## config.mk

```make
export PLATFORM = sky130hd
export DESIGN_NAME = uxrom_gen
export DESIGN_NICKNAME = d
export VERILOG_FILES = /design/src/rtl/uxrom_gen.sv
export SDC_FILE = /design/constraint.sdc
export NUM_CORES = 1
export LEC_CHECK = 0
export CAP_MARGIN = 40
export CORE_MARGIN = 8
export CORE_UTILIZATION = 30
export CTS_CLUSTER_DIAMETER = 150
export DETAILED_ROUTE_END_ITERATION = 12
export PLACE_DENSITY = 0.84
export RECOVER_POWER = 50
export SLEW_MARGIN = 25
export SYNTH_ARGS = -nofsm -noshare
export SYNTH_HDL_FRONTEND = slang
export SYNTH_SLANG_ARGS = --single-unit
export TNS_END_PERCENT = 30
```

## constraint.sdc

```tcl
create_clock -name clk -period 1.5 [get_ports clk]
set_input_delay 0.3 -clock clk [delete_from_list [all_inputs] [get_ports clk]]
set_output_delay 0.3 -clock clk [all_outputs]
set_load 0.01 [all_outputs]
```

## src/rtl/uxrom_gen.sv

```systemverilog
// UxROM-family bank controller (fixed-last, fixed-first, UNROM-512) clocked from the system clock.
// Define UXROM_GEN_SST_EN to enable the save-state read/write port.
module uxrom_gen #(
  parameter int PRG_BANK_W = 5,
  parameter int CHR_BANK_W = 2
) (
  input  logic                      clk,
  input  logic                      rst_n,
  input  logic                      cpu_m2,
  input  logic [15:0]               cpu_addr,
  input  logic [7:0]                cpu_data,
  input  logic                      cpu_rw,
  input  logic [7:0]                prg_do,
  input  logic [1:0]                mode,
  input  logic                      bus_cf,
  input  logic                      mir_v,
  input  logic [13:0]               ppu_addr,
  output logic [14+PRG_BANK_W-1:0]  prg_addr,
  output logic                      prg_ce,
  output logic [13+CHR_BANK_W-1:0]  chr_addr,
  output logic                      ciram_a10,
  output logic                      wr_ack,
  input  logic                      sst_act,
  input  logic                      sst_we,
  input  logic [7:0]                sst_addr,
  input  logic [7:0]                sst_di,
  output logic [7:0]                sst_do
);

  localparam logic [1:0] CHR_MASK = 2'((1 << CHR_BANK_W) - 1);

  logic                  m2_p0, m2_p1, m2_p2, fall_p3;
  logic                  sh_a15, sh_rw;
  logic [7:0]            sh_data;
  logic [PRG_BANK_W-1:0] prg_bank, prg_win;
  logic [1:0]            chr_bank;
  logic                  onescr;
  logic [7:0]            eff_data;
  logic                  is_m1, is_m2;
  logic                  sst_block, sst_wr0, sst_wr1, cpu_commit;

  assign eff_data = bus_cf ? (cpu_data & prg_do) : cpu_data;
  assign is_m1    = (mode == 2'd1);
  assign is_m2    = (mode == 2'd2);

`ifdef UXROM_GEN_SST_EN
  assign sst_block = sst_act;
  assign sst_wr0   = sst_act & sst_we & (sst_addr == 8'd0);
  assign sst_wr1   = sst_act & sst_we & (sst_addr == 8'd1);

  always_ff @(posedge clk or negedge rst_n) begin
    if (!rst_n)
      sst_do <= 8'hFF;
    else if (sst_addr == 8'd0)
      sst_do <= 8'(prg_bank);
    else if (sst_addr == 8'd1)
      sst_do <= {onescr, chr_bank, 5'b0};
    else
      sst_do <= 8'hFF;
  end

  logic unused_bits;
  assign unused_bits = ^{ppu_addr[13], sh_data, sst_di};
`else
  assign sst_block = 1'b0;
  assign sst_wr0   = 1'b0;
  assign sst_wr1   = 1'b0;
  assign sst_do    = 8'hFF;

  logic unused_bits;
  assign unused_bits = ^{ppu_addr[13], sh_data, sst_act, sst_we, sst_addr, sst_di, chr_bank};
`endif

  // Stage p0..p2: M2 synchroniser and fall detector; p3 registers the detected fall
  always_ff @(posedge clk or negedge rst_n) begin
    if (!rst_n) begin
      m2_p0   <= 1'b0;
      m2_p1   <= 1'b0;
      m2_p2   <= 1'b0;
      fall_p3 <= 1'b0;
    end else begin
      m2_p0   <= cpu_m2;
      m2_p1   <= m2_p0;
      m2_p2   <= m2_p1;
      fall_p3 <= m2_p2 & ~m2_p1;
    end
  end

  // Shadow bus capture while synchronised M2 is high; holds through the fall
  always_ff @(posedge clk or negedge rst_n) begin
    if (!rst_n) begin
      sh_a15  <= 1'b0;
      sh_rw   <= 1'b0;
      sh_data <= 8'h00;
    end else if (m2_p1) begin
      sh_a15  <= cpu_addr[15];
      sh_rw   <= cpu_rw;
      sh_data <= eff_data;
    end
  end

  assign cpu_commit = fall_p3 & sh_a15 & ~sh_rw & ~sst_block;

  // Stage p4: bank register commit
  always_ff @(posedge clk or negedge rst_n) begin
    if (!rst_n) begin
      prg_bank <= '0;
      chr_bank <= 2'b00;
      onescr   <= 1'b0;
      wr_ack   <= 1'b0;
    end else begin
      wr_ack <= cpu_commit;
      if (sst_wr0)
        prg_bank <= sst_di[PRG_BANK_W-1:0];
      if (sst_wr1) begin
        chr_bank <= sst_di[6:5] & CHR_MASK;
        onescr   <= sst_di[7];
      end
      if (cpu_commit) begin
        prg_bank <= sh_data[PRG_BANK_W-1:0];
        if (is_m2) begin
          chr_bank <= sh_data[6:5] & CHR_MASK;
          onescr   <= sh_data[7];
        end
      end
    end
  end

  always_comb begin
    prg_win = '1;
    if (cpu_addr[14])
      prg_win = is_m1 ? prg_bank : '1;
    else
      prg_win = is_m1 ? '0 : prg_bank;
  end

  assign prg_addr  = {prg_win, cpu_addr[13:0]};
  assign prg_ce    = cpu_addr[15];
  assign ciram_a10 = (is_m2 && onescr) ? 1'b1 : (mir_v ? ppu_addr[10] : ppu_addr[11]);

  generate
    if (CHR_BANK_W == 0) begin : g_chr_flat
      assign chr_addr = ppu_addr[12:0];
    end else begin : g_chr_bank
      assign chr_addr = {(is_m2 ? chr_bank[CHR_BANK_W-1:0] : CHR_BANK_W'(0)), ppu_addr[12:0]};
    end
  endgenerate

endmodule

```

=== After elaboration in Yosys (flattened, before gate mapping) ===
Index checks and enable logic that the tools add are counted.

* Output and inout port bits: 45
* Word-level logic and storage cells: 28
* Bits in registers: 23
* Input port bits: 72

* Equal/unequal tests: 2
* Reduce and logical (&&, ||, !) cells: 2
* Bitwise operators: 6
* Muxes and demuxes: 7

{| class="wikitable"
|+ Operators with widths
! kind !! count
|-
| $mux 5 || 3
|-
| $and 8x8->8 || 1
|-
| $mux 8 || 1
|-
| $and 1x1->1 || 3
|-
| $eq 2x1->1 const B || 1
|-
| $eq 2x2->1 const B || 1
|-
| $mux 1 || 2
|-
| $mux 2 || 1
|-
| $not 1->1 || 2
|-
| $reduce_and 2->1 || 1
|-
| $logic_and 1x1->1 || 1
|}

=== Longest topological paths before layout ===
Gate-level depths: netlist (run 1).

* Depth after elaboration: 3
* Depth in mapped cells: 4
* Gate-level depth less buffers: 3

=== Worst setup path before layout (run 1) ===
No wires, ideal clock.

* Path type: register to register
* Start point: reg sh_rw
* End point: reg chr_bank[0]
* Period minus slack after synthesis: 1205 ps
* Arrival time: 1078 ps
* Stages on the path, launching flop included: 4
* Data required time: 1372 ps
* Setup slack: 295 ps
* Path buffers: 0
* Cell sequence: dfrtp_1 nand3b_4 nor3b_4 mux2_1

* Longest elaborated chain between the ends: 3

{| class="wikitable"
|+ RTL lines
! element !! line !! RTL
|-
| from (decl) || 33 || <nowiki>logic sh_a15, sh_rw;</nowiki>
|-
| from (signal assigned) || 97 || <nowiki>sh_rw <= cpu_rw;</nowiki>
|-
| $not 1->1 || 102 || <nowiki>assign cpu_commit = fall_p3 & sh_a15 & ~sh_rw & ~sst_block;</nowiki>
|-
| $and 1x1->1 || 102 ||
|-
| $reduce_and 2->1 (no line) || -- ||
|-
| to (signal assigned) || 116 || <nowiki>chr_bank <= sst_di[6:5] & CHR_MASK;</nowiki>
|-
| to (signal assigned) || 122 || <nowiki>chr_bank <= sh_data[6:5] & CHR_MASK;</nowiki>
|-
| to (decl) || 36 || <nowiki>logic [1:0] chr_bank;</nowiki>
|}

Every way passes these cells.
A chain may end at the register's enable or synchronous reset.

=== Final worst setup path (run 1) ===
* Start point: in ppu_addr[10]
* End point: out ciram_a10

* Longest elaborated chain between the ends: 2

{| class="wikitable"
|+ RTL lines
! element !! line !! RTL
|-
| from (decl) || 17 || <nowiki>input logic [13:0] ppu_addr,</nowiki>
|-
| $mux 1 (2 in series) || 139 || <nowiki>assign ciram_a10 = (is_m2 && onescr) ? 1'b1 : (mir_v ? ppu_addr[10] : ppu_addr[11]);</nowiki>
|-
| to (decl) || 21 || <nowiki>output logic ciram_a10,</nowiki>
|}

Every way passes these cells.

==> metrics.txt, run 1 <==
outcome complete, no violations; Power Density 926.3 mW/mm^2; FF+latch count, synth 23; Clock Latency Late Sink about 260 ps; die area roughly 0.0064 sq mm; DRC violations left 0; Final WS setup 39.73 ps; clock buffer count from CTS 3; Slew Viols, Final 0; Synth top area share 0.4651; Max Clk Rate 684.8 MHz; largest net degree at the start of global routing 24; final hold viol count 0; Worst EP arrival ~1200 ps; Leak 0.7014 nW; number of placed I/O pins 117; Total GRT Usage 0.07289; chip width approximately 80 microns; Post-DP Area 0.001478 sq mm; core area between 0.004 and 0.005 sq mm; worst-path maximum fanout 2; Vias 775; fin util 0.3741; Rel. slew slack 0.6529; CP startpoint kind input port; sequential area share after synthesis 0.4651; number of global-route vias before repair 840; 1st-iter DRT viols 76; post-route cell area 0.001496 sq mm; Worst-Margin Slew 520.7 ps; H-tree levels 1; clock sink count 23; VDD IR-drop max 0.2919 mV; Tmin final approximately 1500 ps; DP HPWL a little under 2000 microns; nets between 200 and 250; Clock Skew between 1 and 1.5 ps; Port Buf Inserts 39; commonest non-fill, non-tap cell in the layout dfrtp_1; Routed Antenna Nets 0; CP peak stage delay 410 ps; Place WS -616.0 ps; synth-to-layout area growth 20.93%; maxcap violations 0; crit end category output pin; CTS tree yes; share of layout cells above drive strength 1 0.2000; Antenna Cells 0; post-DR wirelength/cell 12.57 microns; Final period util 0.9735; Syn Area/Cell 10.49 sq um; GR Overflow Total 0; Post-Layout Cell Count 185; most frequent cells in the layout 23 x dfrtp_1, 21 x clkdlybuf4s50_1, 13 x o21ai_0, 10 x inv_1; clock tree root buffer cell clkbuf_8; row cnt 23; Yosys top cell by area dfrtp_1; Post-Route WL 2326 microns; Crit-path slowest cell clkdlybuf4s50_1; initial antenna violation count 0; Clock Tree Buf Depth 2; Final GP Congestion between 0.7 and 0.8; Required @ worst endpoint 1200 ps; Initial DRT Pass Iterations 3; Initial Utilization 0.3094; final count of negative-setup-slack endpoints 0; Tightest Hold Check Type reg -> reg; Register-to-Register Path Depth 3; Die Height 80.23 microns; hold depth 0; yosys warns 0; global-route wire length before repair 3705 microns; Cell Chain, Critical Path clkdlybuf4s50_1, a221o_1, buf_2; unrepaired setup endpoints after global routing no; vias per cell 4.189; Worst-path clk slew 70 ps; CP Class in -> out; Inst Count DP 181; Post-Syn Instances roughly 120; Synth area leaders dfrtp_1 47%, buf_4 22%, o21ai_0 5.3%, o211ai_1 4.9%, maj3_1 4.0%; total power ~1.4 mW; Cell Area, Synth 0.001237 sq mm; post-synth cell types 18
==> stage by stage <==
step	TNS, ps	hold WS (ps)
4_1_cts	0	358.7
2_1_floorplan	0	4.409
3_5_place_dp	-5263	341.6
6_report	0	352.5
3_3_place_gp	-5060	332.1
5_1_grt	0	364.4
==> final timing paths <==
kind                              startpoint     endpoint  slack (ps)
worst min register to register         m2_p0        m2_p1         350
worst max-delay path            ppu_addr[10]    ciram_a10          40
min in group asynchronous              rst_n  prg_bank[1]         540
max in group asynchronous              rst_n   sh_data[5]         610
worst max register to register         sh_rw  chr_bank[0]         240
worst min-delay path                   m2_p0        m2_p1         350
==> registers in the layout, summed over array words and instances (netlist names) <==
register and cells:
sh_data 8, prg_bank 5, chr_bank 2, fall_p3 1, m2_p0 1, m2_p1 1, m2_p2 1, onescr 1
sh_a15 1, sh_rw 1, wr_ack 1
==> cell usage after synthesis (all sizes together) <==
cell	instances
nand2	5
nor3b	1
nand3b	1
conb	1
inv	10
buf	38
mux2	5
o211ai	8
dfrtp	23
and2	2
o21ai	13
a221o	1
clkbuf	1
nand2b	1
maj3	5
nor2b	3
==> area by class of cell <==
type                       count  area (sq um)
clock buffer                   3         41.29
clock inverter                 1         5.005
fill                         415          2504
inverter                      10         37.54
multi-input combinational     53         382.9
sequential                    23         575.6
tap                           50         62.56
timing repair buffer          45         391.6
==> worst max-delay path: cells and delay by family <==
kind            cells  cell delay [ps]
compound gates      1              310
buf+inv             2              550
==> power by group <==
| group | leakage (nW) | internal, mW | total (mW) | switching (mW) |
|---|---|---|---|---|
| logic | 0.386 | 0.157 | 0.280 | 0.123 |
| clock network | 0.0255 | 0.185 | 0.360 | 0.176 |
| registers | 0.290 | 0.702 | 0.745 | 0.0438 |
==> kinds of logic (layout without fill, tap and decap cells) <==
kind of cell / Yosys count / after routing / share of synthesized area
multiplexers: 5 / 5 / 0.04550
adder cells (fa/ha/maj): 5 / 5 / 0.04045
flip-flops: 23 / 23 / 0.4651
AO/OA/AOI/OAI: 22 / 22 / 0.1092
other: 1 / 8 / 0.003030
AND/OR/NAND/NOR: 13 / 13 / 0.07685
buffers and inverters: 49 / 59 / 0.2599
==> per-layer routing <==
layer / up-vias / track usage / wire length, microns
met5: - / 0 / 0
met3: 9 / 0.02232 / 259
met1: 350 / 0.08040 / 923
met2: 40 / 0.1148 / 1062
li1: 376 / - / -
met4: 0 / 0.05636 / 80
==> timing repair <==
action                                  4_1_cts  5_1_grt
hold buffers                                  0        0
resized for setup                            44        4
buffers inserted                              0        0
pin swaps                                     1        0
endpoints found under the setup margin       11        5
Note: power is estimated with default switching activity, not from simulation.
==> run 2, diff against run 1 <==
- ABC_AREA: unset -> 1
- CORE_UTILIZATION: 30 -> 31
- SLEW_MARGIN: 25 -> 10
- clock period: 1.5 -> 1.6 ns (I/O delays scaled with it)
==> run 2 against run 1 <==
Via count increased by 21%. Sequential power decreased by 5.2%. Setup slack improved by 100 ps. Critical endpoint unchanged.
==> metrics.txt, run 2 <==
outcome complete, no violations; Required @ worst endpoint 1280 ps; maxcap violations 0; commonest cells in the netlist 36 x buf_4, 28 x nand2_1, 25 x inv_1; Rel. slew slack 0.6232; worst hold margin 360.5 ps; Synth area leaders dfrtp_1 44%, buf_4 21%, nand2_1 8.0%, o21ai_0 7.6%, inv_1 7.2%; yosys warns 0; final hold viol count 0; clock power share 0.262; Worst EP arrival about 1100 ps; global-route wire length before repair 4360 microns; post-route setup TNS 0 ps; Antenna Cells 0; CP Class in -> out; number of placed I/O pins between 100 and 150; Leak 0.7886 nW; P_int slightly below 1 mW; FF+latch count, synth 23; Post-Syn Instances 163; CP startpoint kind input port; Clock Skew 3.248 ps; switch share 0.2730; Post-synth EDFFs 0; Async SR Flop Fraction 1.000; Worst-Margin Slew 565.3 ps; Yosys top cell by area dfrtp_1; share of layout cells above drive strength 1 0.1341; Vias roughly 940; combinational share of power 0.211; Final GP Congestion 0.6993; H-tree levels 1; Total GRT Usage 0.08078; clock tree root buffer cell clkbuf_8; post-DR wirelength/cell 11.02 microns; Post-Route WL roughly 2500 microns; Largest Register sh_data; synth-to-layout area growth 18.62%; unrepaired setup endpoints after global routing no; post-synth cell types 13; layout filler cell count between 400 and 500; clock buffer count from CTS 3; Tightest Hold Check Type reg -> reg; worst-path maximum fanout 2; Seq pwr share 0.526; Main synth FF type dfrtp_1; Die Height ~81 microns; nets 252; Final period util 0.9116; most frequent cells in the layout 28 x nand2_1, 24 x inv_1, 23 x dfrtp_1, 23 x clkdlybuf4s50_1, 16 x o21ai_0; biggest regs sh_data x8, prg_bank x5, chr_bank x2; 1st-iter DRT viols 25; Syn Area/Cell 8.037 sq um; initial antenna violation count 0; VDD IR-drop max 0.3275 mV; final count of negative-setup-slack endpoints 0; commonest non-fill, non-tap cell in the layout nand2_1; CTS tree yes; number of global-route vias before repair 991; GR Overflow Total 0; CP peak stage delay 470 ps; Clock Latency Late Sink 260 ps; die area between 0.006 and 0.007 sq mm; worst path bufs/invs 3; vias per cell 4.087; clock sink count 23; Initial DRT Pass Iterations 4; max FFs per register 8; most frequent cell after synthesis buf_4; core area 0.004029 sq mm; DP HPWL between 1500 and 2000 microns; Port Buf Inserts 39; Clock Tree Buf Depth 2; sequential area share after synthesis 0.4394; row cnt 23; Cell Chain, Critical Path clkdlybuf4s50_1, inv_1, o211ai_1, buf_2; Initial Utilization 0.3252; Sw Pwr 0.3663 mW; Worst-path clk slew 80 ps; hold_buf cts 0; Slew Viols, Final 0; DRC violations left 0; largest net degree at the start of global routing 24; Crit-path slowest cell clkdlybuf4s50_1; family with the most delay on the worst path buffers and inverters; Cell Area, Synth 0.001310 sq mm; Max Clk Rate about 700 MHz; Routed Antenna Nets 0; Tmin final 1459 ps; chip width 81.01 microns; Synth top area share 0.4394; crit end category output pin; Power Density roughly 860 mW/mm^2
-- run 2: cell types whose count changed after synthesis, moves of 7 or more --
cell      previous run  this run
inv_1               10        25
o21ai_0             13        20
nand3_1              0        11
nand2_1              5        28
nor2_1               0         9
o211ai_1             8         1
-- run 2: metal layers --
metal  global-route usage  up-vias  wire [microns]  part of all wire
met2               0.1187       43            1044              0.41
met3              0.03532        0             234             0.093
li1                     -      481               -                 -
met1               0.1035      412            1245              0.49
met5                    0        -               0                 0
met4              0.02679        0               0                 0
-- run 2: cell type report --
class | instances | area [sq um] | share of cell area
repair buffers | 45 | 396.6 | 0.2552
multi-input cells | 82 | 380.4 | 0.2448
inverters | 25 | 93.84 | 0.06039
clock buffers | 4 | 45.04 | 0.02899
well taps | 50 | 62.56 | 0.04026
flip-flops and latches | 23 | 575.6 | 0.3704
-- run 2: per-stage QoR --
step | instances | power, mW | worst slack, ps | instance area, sq um | util
detailed placement | 223 | 1.029 | -518.0 | 1529 | 0.3795
CTS | 227 | 1.348 | -3.195 | 1536 | 0.3814
floorplan | 170 | 0.9286 | 458.2 | 1336 | -
finish | 229 | 1.342 | 141.4 | 1554 | 0.3857
global route | 229 | 1.432 | 77.47 | 1554 | 0.3857
global placement | 223 | 1.018 | -441.2 | 1529 | 0.3795
-- run 2: logic make-up (layout without fill, tap and decap cells) --
| logic type | Yosys count | after routing | share of synthesized area |
|---|---|---|---|
| other | 1 | 8 | 0.002863 |
| flip-flops | 23 | 23 | 0.4393 |
| AO/OA/AOI/OAI | 21 | 21 | 0.08214 |
| AND/OR/NAND/NOR | 53 | 53 | 0.1824 |
| buffers and inverters | 65 | 74 | 0.2932 |
-- run 2: timing repair --
| item | CTS | global route |
|---|---|---|
| cloned | 0 | 1 |
| endpoints found under the setup margin | 11 | 8 |
| buffers inserted | 0 | 1 |
| pin swaps | 0 | 1 |
| gates resized for setup | 40 | 7 |
-- run 2: power groups by stage --
stage	registers, mW	logic, mW	clock network, mW
floorplan	0.700	0.229	0
global placement	0.715	0.302	0
detailed placement	0.718	0.312	0
CTS	0.707	0.285	0.357
global route	0.718	0.328	0.386
finish	0.706	0.284	0.352
-- run 2: final timing paths --
path | endpoint | slack, ps | start | depth (start not counted)
min reg2reg | m2_p1 | 360 | m2_p0 | 0
min in group asynchronous | m2_p0 | 580 | rst_n | 2
min | m2_p1 | 360 | m2_p0 | 0
max | ciram_a10 | 140 | ppu_addr[11] | 4
max in group asynchronous | prg_bank[0] | 660 | rst_n | 2
max reg2reg | sh_a15 | 550 | m2_p1 | 1
